`src/rtl/rvscc_pkg.sv`:
```
// ============================================================================
// Module : rvscc_pkg
// Brief  : Shared immediate-format selector and stage entry layout.
// Rev    : 1.0  initial release
// ============================================================================
`default_nettype none

package rvscc_pkg;

  localparam int XLEN = 32;

  typedef enum logic [2:0] {
    IMM_I = 3'd0,
    IMM_S = 3'd1,
    IMM_B = 3'd2,
    IMM_J = 3'd3,
    IMM_U = 3'd4
  } imm_src_t;

  typedef struct packed {
    logic [XLEN-1:0] imm;
    logic [XLEN-1:0] target;
    logic [XLEN-1:0] pc;
    logic            illegal;
  } entry_t;

endpackage

`default_nettype wire

```
`src/rtl/imm_extend_stage_if.sv`:
```
// ============================================================================
// Module : imm_extend_stage_if
// Brief  : Input/output handshake bundle of the immediate-extend stage.
// Rev    : 1.0  initial release
// ============================================================================
`default_nettype none

interface imm_extend_stage_if #(
  parameter int XLEN = 32
);
  logic            flush;
  logic            in_valid;
  logic            in_ready;
  logic [24:0]     in_instr;
  logic [2:0]      in_imm_src;
  logic [XLEN-1:0] in_pc;
  logic            out_valid;
  logic            out_ready;
  logic [XLEN-1:0] out_imm_ext;
  logic [XLEN-1:0] out_target;
  logic [XLEN-1:0] out_pc;
  logic            out_illegal;

  modport master (
    output flush, in_valid, in_instr, in_imm_src, in_pc, out_ready,
    input  in_ready, out_valid, out_imm_ext, out_target, out_pc, out_illegal
  );

  modport slave (
    input  flush, in_valid, in_instr, in_imm_src, in_pc, out_ready,
    output in_ready, out_valid, out_imm_ext, out_target, out_pc, out_illegal
  );
endinterface

`default_nettype wire

```
`src/rtl/imm_extend_stage_comb.sv`:
```
// ============================================================================
// Module : imm_extend_comb
// Brief  : Combinational RISC-V immediate decode, sign-extended to XLEN.
// Rev    : 1.0  initial release
// ============================================================================
`default_nettype none

module imm_extend_comb
  import rvscc_pkg::*;
#(
  parameter int XLEN = 32
) (
  input  wire logic [24:0]     i_instr,
  input  wire logic [2:0]      i_imm_src,
  output      logic [XLEN-1:0] o_imm,
  output      logic            o_illegal
);

  // i_instr[k] carries instruction bit k+7
  logic w_s;
  assign w_s = i_instr[24];

  always_comb begin
    o_imm     = '0;
    o_illegal = 1'b0;
    case (i_imm_src)
      IMM_I:   o_imm = {{(XLEN-11){w_s}}, i_instr[23:13]};
      IMM_S:   o_imm = {{(XLEN-11){w_s}}, i_instr[23:18], i_instr[4:0]};
      IMM_B:   o_imm = {{(XLEN-12){w_s}}, i_instr[0], i_instr[23:18], i_instr[4:1], 1'b0};
      IMM_J:   o_imm = {{(XLEN-20){w_s}}, i_instr[12:5], i_instr[13], i_instr[23:14], 1'b0};
      IMM_U:   o_imm = {{(XLEN-31){w_s}}, i_instr[23:5], 12'b0};
      default: o_illegal = 1'b1;
    endcase
  end

endmodule

`default_nettype wire

```
`src/rtl/imm_extend_stage.sv`:
```
// ============================================================================
// Module : imm_extend_stage
// Brief  : Registered immediate-generation stage with 2-entry skid buffer.
// Rev    : 1.0  initial release
// ============================================================================
`default_nettype none

module imm_extend_stage
  import rvscc_pkg::*;
#(
  parameter int XLEN       = 32,
  parameter int SKID_DEPTH = 2
) (
  input wire logic          clk,
  input wire logic          rstn,
  imm_extend_stage_if.slave bus
);

  generate
    if (SKID_DEPTH != 2) begin : g_depth_check
      $error("imm_extend_stage: SKID_DEPTH must be 2");
    end
  endgenerate

  typedef struct packed {
    logic [XLEN-1:0] imm;
    logic [XLEN-1:0] target;
    logic [XLEN-1:0] pc;
    logic            illegal;
  } stage_entry_t;

  logic [XLEN-1:0] w_imm;
  logic            w_illegal;
  stage_entry_t    w_new;
  stage_entry_t    r_e0;
  stage_entry_t    r_e1;
  logic [1:0]      r_count;
  logic [1:0]      w_count_nxt;
  logic            r_in_ready;
  logic            w_in_fire;
  logic            w_out_fire;
  logic            w_load_e0;

  imm_extend_comb #(.XLEN(XLEN)) u_comb (
    .i_instr   (bus.in_instr),
    .i_imm_src (bus.in_imm_src),
    .o_imm     (w_imm),
    .o_illegal (w_illegal)
  );

  // Illegal formats decode to imm=0, so the target collapses to pc.
  always_comb begin
    w_new.imm     = w_imm;
    w_new.target  = bus.in_pc + w_imm;
    w_new.pc      = bus.in_pc;
    w_new.illegal = w_illegal;
  end

  always_comb begin
    w_in_fire  = bus.in_valid & r_in_ready;
    w_out_fire = (r_count != 2'd0) & bus.out_ready;
    w_load_e0  = (r_count == 2'd0) | ((r_count == 2'd1) & w_out_fire);
    if (bus.flush) begin
      w_count_nxt = 2'd0;
    end else begin
      w_count_nxt = r_count + {1'b0, w_in_fire} - {1'b0, w_out_fire};
    end
  end

  always_ff @(posedge clk) begin
    if (!rstn) begin
      r_count    <= 2'd0;
      r_in_ready <= 1'b1;
      r_e0       <= '0;
      r_e1       <= '0;
    end else begin
      r_count    <= w_count_nxt;
      r_in_ready <= (w_count_nxt != 2'd2);
      if (!bus.flush) begin
        if (w_out_fire && (r_count == 2'd2)) begin
          r_e0 <= r_e1;
        end
        if (w_in_fire) begin
          if (w_load_e0) begin
            r_e0 <= w_new;
          end else begin
            r_e1 <= w_new;
          end
        end
      end
    end
  end

  assign bus.in_ready    = r_in_ready;
  assign bus.out_valid   = (r_count != 2'd0);
  assign bus.out_imm_ext = r_e0.imm;
  assign bus.out_target  = r_e0.target;
  assign bus.out_pc      = r_e0.pc;
  assign bus.out_illegal = r_e0.illegal;

endmodule

`default_nettype wire

```
`src/flat_wrapper.sv`:
```
// flat-port wrapper written by rule: the top's interface ports become plain ports
module imm_extend_stage_flat import rvscc_pkg::*;
#(
  parameter int XLEN       = 32,
  parameter int SKID_DEPTH = 2
)
  (clk, rstn, bus_flush, bus_in_valid, bus_in_instr, bus_in_imm_src, bus_in_pc, bus_out_ready, bus_in_ready, bus_out_valid, bus_out_imm_ext, bus_out_target, bus_out_pc, bus_out_illegal);
  imm_extend_stage_if #(.XLEN(XLEN)) bus_i ();
  input wire logic clk;
  input wire logic rstn;
  input wire logic [$bits(bus_i.flush)-1:0] bus_flush;
  input wire logic [$bits(bus_i.in_valid)-1:0] bus_in_valid;
  input wire logic [$bits(bus_i.in_instr)-1:0] bus_in_instr;
  input wire logic [$bits(bus_i.in_imm_src)-1:0] bus_in_imm_src;
  input wire logic [$bits(bus_i.in_pc)-1:0] bus_in_pc;
  input wire logic [$bits(bus_i.out_ready)-1:0] bus_out_ready;
  output wire logic [$bits(bus_i.in_ready)-1:0] bus_in_ready;
  output wire logic [$bits(bus_i.out_valid)-1:0] bus_out_valid;
  output wire logic [$bits(bus_i.out_imm_ext)-1:0] bus_out_imm_ext;
  output wire logic [$bits(bus_i.out_target)-1:0] bus_out_target;
  output wire logic [$bits(bus_i.out_pc)-1:0] bus_out_pc;
  output wire logic [$bits(bus_i.out_illegal)-1:0] bus_out_illegal;
  assign bus_i.flush = bus_flush;
  assign bus_i.in_valid = bus_in_valid;
  assign bus_i.in_instr = bus_in_instr;
  assign bus_i.in_imm_src = bus_in_imm_src;
  assign bus_i.in_pc = bus_in_pc;
  assign bus_i.out_ready = bus_out_ready;
  assign bus_in_ready = bus_i.in_ready;
  assign bus_out_valid = bus_i.out_valid;
  assign bus_out_imm_ext = bus_i.out_imm_ext;
  assign bus_out_target = bus_i.out_target;
  assign bus_out_pc = bus_i.out_pc;
  assign bus_out_illegal = bus_i.out_illegal;
  imm_extend_stage #(.XLEN(XLEN), .SKID_DEPTH(SKID_DEPTH)) u_core (.clk(clk), .rstn(rstn), .bus(bus_i));
endmodule
```
`config.mk`:
```
export PLATFORM = sky130hd
export DESIGN_NAME = imm_extend_stage_flat
export DESIGN_NICKNAME = d
export VERILOG_FILES = /design/src/rtl/rvscc_pkg.sv /design/src/rtl/imm_extend_stage_if.sv /design/src/rtl/imm_extend_stage_comb.sv /design/src/rtl/imm_extend_stage.sv /design/src/flat_wrapper.sv
export SDC_FILE = /design/constraint.sdc
export NUM_CORES = 1
export LEC_CHECK = 0
export BUFFER_PORTS_ARGS = -buffer_cell sky130_fd_sc_hd__buf_4
export CORE_MARGIN = 2
export CORE_UTILIZATION = 47
export CTS_BUF_LIST = sky130_fd_sc_hd__clkbuf_4
export CTS_CLUSTER_DIAMETER = 60
export DETAILED_ROUTE_END_ITERATION = 8
export GPL_ROUTABILITY_DRIVEN = 0
export PLACE_DENSITY = 0.78
export SLEW_MARGIN = 20
export SYNTH_ARGS = -nofsm -noshare
export SYNTH_HDL_FRONTEND = slang
export SYNTH_SLANG_ARGS = --single-unit
```
`constraint.sdc`:
```
create_clock -name clk -period 9.68 [get_ports clk]
set_input_delay 0.968 -clock clk [delete_from_list [all_inputs] [get_ports clk]]
set_output_delay 0.968 -clock clk [all_outputs]
set_load 0.05 [all_outputs]
```
==> impl_metrics.env <==
export IMPL_synth_seq_cells=197
export IMPL_cts_resized=0
export IMPL_grt_overflow_total=0
export IMPL_final_util_pct=55.7
export IMPL_worstSetupStartpointType="input port"
export IMPL_area_growth_pct=16.7
export IMPL_cp_max_fo=23
export IMPL_clock_skew_ps=18.2
export IMPL_finalSetupTns_ps=0
export IMPL_clockBufferDepth=2
export IMPL_drtIter0Drc=967
export IMPL_ys_warnings_count=0
export IMPL_dp_hpwl_um=20800
export IMPL_rows=52
export IMPL_io_buffers=163
export IMPL_p_sw_uw=707
export IMPL_io_pins=164
export IMPL_grt_pass1_vias=8550
export IMPL_dieArea_sq_mm=0.0216
export IMPL_ant_nets=0
export IMPL_cp_common_cell="a21oi_1"
export IMPL_drc=0
export IMPL_worstMarginPinSlew_ps=1050
export IMPL_max_stage_delay_ps=890
export IMPL_grt_first_pass_wirelength_um=46400
export IMPL_internal_power_uw=1230
export IMPL_synth_edf_count=0
export IMPL_maxCapViolCount=0
export IMPL_synth_main_ff_cell="dfxtp_1"
export IMPL_yosysUniqueCellTypes=72
export IMPL_crit_arrival_ps=4430
export IMPL_rsz0062_at_grt="false"
export IMPL_die_x_um=147
export IMPL_netlist_area_sq_mm=0.00963
export IMPL_drive_gt1_share_pct=17.4
export IMPL_finalCriticalPeriod_ps=3930
export IMPL_swShare_pct=36.5
export IMPL_wl_per_cell_um=18.9
export IMPL_postSynth_asyncResetShare_pct=0
export IMPL_syn_avg_cell_area_sq_um=8.05
export IMPL_final_hold_viol_count=0
export IMPL_layout_commonest_cell="nand2_1"
export IMPL_combPwrFrac_pct=29.0
export IMPL_cp_cell_sequence="buf_4, nor3b_2, a21oi_1, inv_1, ha_1, a21oi_1, o21ai_0, a21oi_1, nand3_2, a31oi_1, o21a_1, nor4b_1, a311o_1"
export IMPL_clkPwrFrac_pct=25.2
export IMPL_root_buffer="clkbuf_4"
export IMPL_p_per_area_mw_per_mm2=172
export IMPL_slew_headroom_pct=29.6
export IMPL_power_leakage_uw=0.00489
export IMPL_layout_common_cells="nand2_1 (219), dfxtp_1 (197), buf_4 (174)"
export IMPL_seqPwrFrac_pct=45.9
export IMPL_grt_max_degree=82
export IMPL_antenna_found_initial=1
export IMPL_whs_ps=468
export IMPL_max_freq_mhz=254
export IMPL_critPathSlowestCell="nor3b_2"
export IMPL_cts_tree="built"
export IMPL_hold_buffers=0
export IMPL_maxSlewViolCount=0
export IMPL_r2r_cells=7
export IMPL_syn_nets=1295
export IMPL_die_h_um=147
export IMPL_vdd_drop_max_mv=0.0798
export IMPL_cts_sinks=197
export IMPL_num_vias=9386
export IMPL_min_path_cells=2
export IMPL_fin_crit_sh_pct=40.6
export IMPL_via_per_inst=5.94
export IMPL_crit_required_ps=10180
export IMPL_first_pass_iters=6
export IMPL_synthCells=1196
export IMPL_end_kind="flip-flop"
export IMPL_cts_buffers_inserted=17
export IMPL_status="complete, no violations"
export IMPL_htree_levels=4
export IMPL_cts_repair_timing_setup_buffer_count=0
export IMPL_core_area_sq_mm=0.0202
export IMPL_finalNetCount=1396
export IMPL_crit_type="input port to flip-flop"
export IMPL_synth_seq_area_share_pct=41.0
export IMPL_grt_total_usage_pct=26.8
export IMPL_wl_um=29800
export IMPL_setup_violations=0
export IMPL_initial_core_util_pct=47.7
export IMPL_clock_latency_ps=600
export IMPL_path_clk_slew_ps=160
export IMPL_hp_class="flip-flop to flip-flop"
-- routing by layer --
metal	GRT usage [%]	vias up	part of all wire (%)
met5	0	-	0
li1	-	4462	-
met2	42.0	446	46
met3	5.90	55	8.9
met4	8.89	0	2.6
met1	36.8	4423	43
-- power groups by stage --
stage / Sequential, uW / Combinational [uW] / Clock [uW]
floorplan: 1030 / 254 / 0
global placement: 904 / 547 / 0
detailed placement: 905 / 553 / 0
CTS: 888 / 555 / 493
global route: 894 / 597 / 523
finish: 888 / 560 / 488
-- synthesized netlist by cell type, types with 3 or more instances --
cell type	count	area share (%)
a22o_1	17	1.5
buf_2	4	0.21
nor3b_1	3	0.23
a31oi_1	6	0.39
mux2i_1	6	0.62
buf_6	3	0.35
nand3_1	37	1.9
a21o_1	15	1.2
xor2_1	17	1.5
o21a_1	7	0.55
buf_1	8	0.31
nand4_1	8	0.52
nand2_1	220	8.6
and2_1	11	0.71
a21boi_0	30	2.3
nor3_1	8	0.42
o21bai_1	4	0.31
o22ai_1	52	3.4
xnor2_1	12	1.1
o221ai_1	7	0.64
nor2b_1	7	0.45
o211a_1	26	2.7
o21ai_0	103	5.4
dfxtp_1	197	41
a21oi_1	154	8.0
a22oi_1	12	0.94
ha_1	33	4.3
a32o_1	3	0.31
inv_1	30	1.2
clkbuf_1	76	3.0
nor2_1	29	1.1
-- final timing paths --
path | start | to | slack, ps
max reg2reg | u_core.r_count[1]$_SDFF_PN0_ | u_core.bus.out_pc[20]$_SDFFE_PN0N_ | 6690
min | u_core.r_e1[15]$_SDFFE_PN0P_ | u_core.r_e1[15]$_SDFFE_PN0P_ | 470
min reg2reg | u_core.r_e1[15]$_SDFFE_PN0P_ | u_core.r_e1[15]$_SDFFE_PN0P_ | 470
max | bus_in_imm_src[2] | u_core.r_e1[60]$_SDFFE_PN0P_ | 5750
-- worst max-delay path, delay by kind of cell --
kind | cells | cell delay, ps
compound gates | 7 | 1710
simple gates | 3 | 1110
buf+inv | 2 | 350
fa+ha+maj | 1 | 280
-- metrics by stage --
stage                     total power, uW  instances  setup WS, ps  cell area [sq um]
final                                1940       1581          5750              11200
after global routing                 2010       1581          5510              11200
after CTS                            1940       1580          5860              11200
after detailed placement             1460       1548          5230              10900
after global placement               1450       1548          5310              10900
after floorplan                      1280       1196          5730               9630
-- area by class of cell --
cell class / count / area, sq um
Fill cell: 1912 / 8940
Antenna cell: 1 / 2.50
Multi-Input combinational cell: 876 / 5210
Clock inverter: 13 / 170
Sequential cell: 197 / 3940
Inverter: 31 / 116
Timing Repair Buffer: 174 / 1310
Tap cell: 270 / 338
Clock buffer: 19 / 143
-- cells by family after synthesis --
logic type      share of synthesized area [%]
mux                                     0.624
simple gates                             15.7
buf+inv                                  5.12
flops                                    41.0
compound gates                           30.5
fa+ha+maj                                4.50
xor+xnor                                 2.64
-- registers in the layout, indices dropped and copies added, names as in the netlist --
signal and cells:
u_core.bus.out_target 32, u_core.bus.out_illegal 1, u_core.r_count 2, u_core.r_e1 97, u_core.bus.out_pc 32, u_core.bus.out_imm_ext 32
u_core.bus.in_ready 1
No activity file was read; power rests on OpenSTA's default activity.
